--- config.mk ---
export PLATFORM = sky130hd
export DESIGN_NAME = rca_word_sequencer
export DESIGN_NICKNAME = d
export VERILOG_FILES = /design/src/rtl/rca_word_sequencer.sv
export SDC_FILE = /design/constraint.sdc
export NUM_CORES = 1
export LEC_CHECK = 0
export BUFFER_PORTS_ARGS = -buffer_cell sky130_fd_sc_hd__buf_2
export CAP_MARGIN = 20
export CELL_PAD_IN_SITES_DETAIL_PLACEMENT = 1
export CELL_PAD_IN_SITES_GLOBAL_PLACEMENT = 2
export CORE_ASPECT_RATIO = 1.4
export CORE_UTILIZATION = 35
export CTS_BUF_LIST = sky130_fd_sc_hd__clkbuf_4 sky130_fd_sc_hd__clkbuf_8
export CTS_CLUSTER_SIZE = 20
export DETAILED_ROUTE_END_ITERATION = 8
export GPL_ROUTABILITY_DRIVEN = 0
export PLACE_DENSITY_LB_ADDON = 0.1
export SYNTH_ARGS = -nofsm -noshare
export SYNTH_HDL_FRONTEND = slang
export SYNTH_SLANG_ARGS = --single-unit
--- constraint.sdc ---
create_clock -name clk -period 3.6 [get_ports clk]
set_input_delay 0.54 -clock clk [delete_from_list [all_inputs] [get_ports clk]]
set_output_delay 0.54 -clock clk [all_outputs]
set_load 0.005 [all_outputs]
--- src/rtl/rca_word_sequencer.sv ---
// rca_word_sequencer: feeds NBYTES-wide operands LSB byte first through an
// external combinational 8-bit ripple-carry adder and collects the sum.
//
// Ports:
//   clk, rst                  clock, synchronous active-high reset
//   in_valid/in_ready         operand handshake (in_a, in_b, in_cin)
//   rca_a/rca_b/rca_cin       byte slice and carry driven to the adder
//   rca_sum/rca_cout          adder result for the current slice
//   out_valid/out_ready       result handshake (out_sum, out_cout, out_ovf)
//   busy                      transaction in progress (ADD or DONE)

module rca_word_sequencer #(
    parameter int NBYTES = 4
) (
    input  logic                  clk,
    input  logic                  rst,
    input  logic                  in_valid,
    output logic                  in_ready,
    input  logic [8*NBYTES-1:0]   in_a,
    input  logic [8*NBYTES-1:0]   in_b,
    input  logic                  in_cin,
    output logic [7:0]            rca_a,
    output logic [7:0]            rca_b,
    output logic                  rca_cin,
    input  logic [7:0]            rca_sum,
    input  logic                  rca_cout,
    output logic                  out_valid,
    input  logic                  out_ready,
    output logic [8*NBYTES-1:0]   out_sum,
    output logic                  out_cout,
    output logic                  out_ovf,
    output logic                  busy
);

    localparam int W  = 8 * NBYTES;
    localparam int IW = $clog2(NBYTES);

    localparam logic [IW-1:0] LAST = IW'(NBYTES - 1);

    typedef enum logic [1:0] {
        IDLE,
        ADD,
        DONE
    } state_t;

    state_t state;
    state_t state_nxt;

    logic [W-1:0]  a_reg;
    logic [W-1:0]  b_reg;
    logic [W-1:0]  sum_reg;
    logic          carry_reg;
    logic [IW-1:0] idx;
    logic [IW+2:0] ofs;
    logic          cout_reg;
    logic          ovf_reg;
    logic          last;
    logic          accept;

    // Bit offset of the current byte slice.
    assign ofs    = {idx, 3'b000};
    assign last   = (idx == LAST);
    assign accept = in_valid && in_ready;

    assign out_sum  = sum_reg;
    assign out_cout = cout_reg;
    assign out_ovf  = ovf_reg;

    always_ff @(posedge clk) begin
        if (rst) begin
            state <= IDLE;
        end else begin
            state <= state_nxt;
        end
    end

    always_comb begin
        state_nxt = state;
        in_ready  = 1'b0;
        out_valid = 1'b0;
        busy      = 1'b0;
        rca_a     = 8'h00;
        rca_b     = 8'h00;
        rca_cin   = 1'b0;
        unique case (state)
            IDLE: begin
                in_ready = !rst;
                if (in_valid && !rst) begin
                    state_nxt = ADD;
                end
            end
            ADD: begin
                busy    = 1'b1;
                rca_a   = a_reg[ofs +: 8];
                rca_b   = b_reg[ofs +: 8];
                rca_cin = carry_reg;
                if (last) begin
                    state_nxt = DONE;
                end
            end
            DONE: begin
                busy      = 1'b1;
                out_valid = 1'b1;
                if (out_ready) begin
                    state_nxt = IDLE;
                end
            end
            default: state_nxt = IDLE;
        endcase
    end

    always_ff @(posedge clk) begin
        if (rst) begin
            a_reg     <= '0;
            b_reg     <= '0;
            sum_reg   <= '0;
            carry_reg <= 1'b0;
            idx       <= '0;
            cout_reg  <= 1'b0;
            ovf_reg   <= 1'b0;
        end else begin
            unique case (state)
                IDLE: begin
                    if (accept) begin
                        a_reg     <= in_a;
                        b_reg     <= in_b;
                        carry_reg <= in_cin;
                        idx       <= '0;
                    end
                end
                ADD: begin
                    sum_reg[ofs +: 8] <= rca_sum;
                    carry_reg         <= rca_cout;
                    if (last) begin
                        // Signed overflow: like-signed operands, result
                        // sign differs from them.
                        cout_reg <= rca_cout;
                        ovf_reg  <= (a_reg[W-1] == b_reg[W-1])
                                 && (rca_sum[7] != a_reg[W-1]);
                    end else begin
                        idx <= idx + 1'b1;
                    end
                end
                default: ;
            endcase
        end
    end

endmodule

## Word level (Yosys, flattened, before mapping)

Cells that the tools add are included.

- Logic and storage cells: 52
- Output and inout port bits: 54
- Bits in registers: 103
- Input bits: 78

- Equal/unequal tests: 10
- Reductions and logical operators: 12
- Shift operators: 4
- Add/sub/neg operators: 2
- Multiplexer cells: 16

Operator list:

| kind | count |
|---|---|
| variable part select 32 x 6 -> 8 bit | 2 |
| bitwise mux 32 bit | 1 |
| variable shift 8 x 7 -> 32 bit, first input constant | 1 |
| variable part select 8 x 7 -> 32 bit | 1 |
| two-way mux 8 bit | 2 |
| two-way mux 2 bit | 5 |
| != test 2 bit, second input constant | 5 |
| negation 5 -> 7 bit | 1 |
| one-hot mux 2 bit (3 select lines) | 1 |
| AND reduction 2 bit | 3 |
| AND reduction 3 bit | 2 |
| two-way mux 1 bit | 5 |
| equality test 2 bit, second input constant | 2 |
| one-hot mux 2 bit (2 select lines) | 1 |
| logical AND 1 bit | 3 |
| adder 2 x 1 -> 2 bit, second input constant | 1 |
| equality test 2 x 1 -> 1 bit, second input constant | 1 |
| zero test 2 bit | 1 |
| one-hot mux 1 bit (2 select lines) | 1 |
| nonzero test 2 bit | 1 |
| OR reduction 2 bit | 1 |
| equality test 1 bit | 1 |
| zero test 1 bit | 1 |
| != test 1 bit | 1 |

## Logic depth before layout (Yosys ltp)

- Depth after elaboration: 5
- Mapped depth: 8
- Gate-level depth less buffers: 5

## Worst setup path before layout

No wires, ideal clock.

- Path type: register to register
- Start: reg idx[0]
- End: reg sum_reg[16], in the netlist out_sum[16]
- Library setup time: 0.065 ns
- Cell stages (with the launch flop): 9
- Arrival time: 1.884 ns
- Path buffers: 3
- Clock period less this slack: 1.949 ns
- Required time: 3.535 ns
- Path slack: 1.651 ns
- Path through: dfxtp_1 > buf_6 > buf_6 > inv_1 > ha_1 > nor4bb_1 > clkbuf_1 > a32oi_1 > nor2_1

- Cells in the longest elaborated chain, start to end: 3
- Elaborated cells on any way between the ends: 4
- Those cells by class: add/sub: 1; shift: 2; mux: 1

Ends and longest elaborated chain:

| item | RTL line | text |
|---|---|---|
| start, declared | 53 | `logic [IW-1:0] idx;` |
| start signal, assigned | 141 | `idx <= idx + 1'b1;` |
| negation 5 -> 7 bit * | 132 | `sum_reg[ofs +: 8] <= rca_sum;` |
| variable part select 8 x 7 -> 32 bit / variable shift 8 x 7 -> 32 bit (equally long branches) | 132 |  |
| bitwise mux 32 bit * | 132 |  |
| end signal, assigned by index | 132 |  |
| end, declared | 51 | `logic [W-1:0] sum_reg;` |

Mark *: on every way between the ends. The rest lies on a longest branch, timed or not.
A chain may end at the register's enable or synchronous reset.

## Worst setup path in the final report

- Start: reg idx[1]
- End: out rca_b[5]

- Cells in the longest elaborated chain, start to end: 2

Ends and longest elaborated chain:

| item | RTL line | text |
|---|---|---|
| variable part select 32 x 6 -> 8 bit | 95 | `rca_b = b_reg[ofs +: 8];` |
| two-way mux 8 bit | 85 | `unique case (state)` |
| end, declared | 23 | `output logic [7:0] rca_b,` |

No other way between the ends.

==> results.yml <==
synthesis:
  synth_ff_type: "dfxtp_1"
  synth.area.top_cells: "dfxtp_1, a21o_1, and3_1"
  yosys_warnings: 0
  post-synth-top-count-cell: "dfxtp_1"
  yosys-top-cells-count: "dfxtp_1, a21o_1, and3_1, nor2_1, and2_1"
  synthCells: 419
  synth-seq-cells: 103
  synth_edf_count: 0
  netlist_area_mm2: 0.00446
  avgSynthCellArea_um2: 10.7
  yosysTopAreaCell: "dfxtp_1"
  ys_seq_area_share_pct: 46.2
  yosysTopAreaCellShare_pct: 46.2
  synthArstFlopShare_pct: 0
  synth.distinct_cells: 35
  synth.net_count: 507
drt:
  first_iter_violations: 168
  drt_pass1_iterations: 4
  route.met3.wl_um: 532
  ant_nets: 0
  wl_per_cell_um: 18.0
  vias: 3662
  via_per_inst: 5.30
  dr_wl_met2_um: 6640
  drcViolationCount: 0
  wl_um: 12400
  wl_met1_um: 5020
  top_layer: "met4"
sta:
  hold_viol: 0
  worstMarginPinSlew_ps: 697
  rsz0062_at_grt: "no"
  clock.fmax_mhz: 363
  fin_tns_setup_ps: 0
  fin_crit_ps: 2750
  finalSetupViolations: 0
  final-max-slew-violation-count: 0
  fin_crit_sh_pct: 76.5
  hold_slack_ps: 354
  relSlewSlack_pct: 53.5
  clock_skew_ps: 8.43
global_route:
  grt_overflow: 0
  antenna_found_initial: 2
  grtUsageTotal_pct: 19.0
  grt_max_degree: 72
  grt_pass1_wl_um: 19800
  grt_pass1_vias: 3873
critical_path:
  cp.arrival_ps: 2210
  crit_family: "flip-flops"
  slowest_stage: "dfxtp_1"
  path_buf_inv: 2
  cp_slowest_stage_delay_ps: 720
  crit_path_max_fanout: 12
  cp_cell_sequence: "buf_4 > mux4_2 > and2_1 > buf_2"
  crit_path_end_kind: "output port"
  worstPathRequired_ps: 3060
  cp-start-kind: "register"
  crit_type: "reg -> out"
final_layout:
  areaGrowthSynthToFinish_pct: 21.4
  num-nets-final: 622
  final_layout_size_suffix_gt1_share_pct: 32.7
clock_tree:
  cts_root_buf: "clkbuf_8"
  cts_max_level: 3
  clock_sinks: 103
  cts_setup_buffers: 0
  clockBufferDepth: 2
  holdBufCountCts: 0
  numCtsBuffers: 9
  path_clk_slew_ps: 100
  cts_tree: "done"
  post_cts_resized: 0
  clock_latency_ps: 370
die:
  core_area_mm2: 0.0124
  initial_utilization_pct: 36.1
  die_x_um: 97.4
  dieArea_mm2: 0.0132
  io_pins: 132
  die_h_um: 136
  rows: 48
pwr:
  p_per_area_mw_per_mm2: 515
  ir_drop_uv: 199
  p_leak_nw: 3.11
worst_hold_path:
  hold_class: "in -> reg"
placed_design:
  port_buffers: 131
  hpwl_um: 8640
job:
  drv_cap: 0
run_status:
  outcome: "finished, final reports clean"
cells by family (layout without fill, tap and decap cells):
logic type	count (synthesis)	in the layout	share of synthesized area, %
flip-flops	103	103	46.2
AND/OR/NAND/NOR	137	137	18.4
adder cells (fa/ha/maj)	10	10	2.80
other	0	2	0
multiplexers	19	19	8.92
AO/OA/AOI/OAI	108	108	19.1
buffers and inverters	42	162	4.63
layout by cell type, fill, tap and decap left out, types with 2 or more instances in the layout:
master	count
a211oi_1	2
inv_1	6
a221oi_1	2
a21o_1	64
nand2b_1	2
nor3_1	2
a32oi_1	18
nand3_1	2
ha_1	10
bufinv_16	2
buf_2	131
clkbuf_8	9
and2_1	19
clkinvlp_4	2
and3b_1	3
mux2i_1	3
nor2b_1	5
and3_1	64
a22o_1	14
diode_2	2
a21oi_1	4
buf_4	8
dfxtp_1	102
clkinv_2	2
nand2_1	11
mux4_1	2
nor2_1	23
mux4_2	14
metal layers:
metal	up-vias	GRT usage [%]
met5	-	0
met4	0	8.25
met3	12	3.51
met2	92	35.4
met1	1799	21.0
li1	1759	-
final cells by class:
class,instances,area [um^2]
clock inverters,6,85.1
well taps,150,188
diodes,2,5.00
fillers,1418,6960
multi-input cells,274,2200
repair buffers,139,716
clock buffers,10,131
flip-flops and latches,103,2060
inverters,7,26.3
worst paths after layout:
check            from     endpoint  slack, ps  cells past startpoint
max reg2reg    idx[1]  out_sum[26]       1520                      5
max            idx[1]     rca_b[5]        850                      4
min          in_b[30]    b_reg[30]        350                      2
min reg2reg  out_cout     out_cout        470                      2
through the flow:
step / setup WS, ps / utilization (%) / area (um^2) / power [W] / std cells
2_1_floorplan: 1650 / - / 4460 / 0.00182 / 419
3_3_place_gp: 1230 / 42.0 / 5190 / 0.00202 / 673
3_5_place_dp: 1190 / 42.0 / 5190 / 0.00204 / 673
4_1_cts: 757 / 43.7 / 5410 / 0.00284 / 689
5_1_grt: 656 / 43.8 / 5420 / 0.00295 / 691
6_report: 846 / 43.8 / 5420 / 0.00279 / 691
worst reg2reg max path: stages, from the launching register on:
cell	delay, ps
dfxtp_1	720
inv_1	180
ha_1	380
nor2b_1	240
nor3b_4	340
a22o_1	180
power by group:
group | internal, W | switching, W | total (W)
Sequential | 0.00126 | 0.0000775 | 0.00134
Clock | 0.000397 | 0.000398 | 0.000795
Combinational | 0.000294 | 0.000364 | 0.000657
Total | 0.00195 | 0.000840 | 0.00279
No activity file was read; power rests on OpenSTA's default activity.
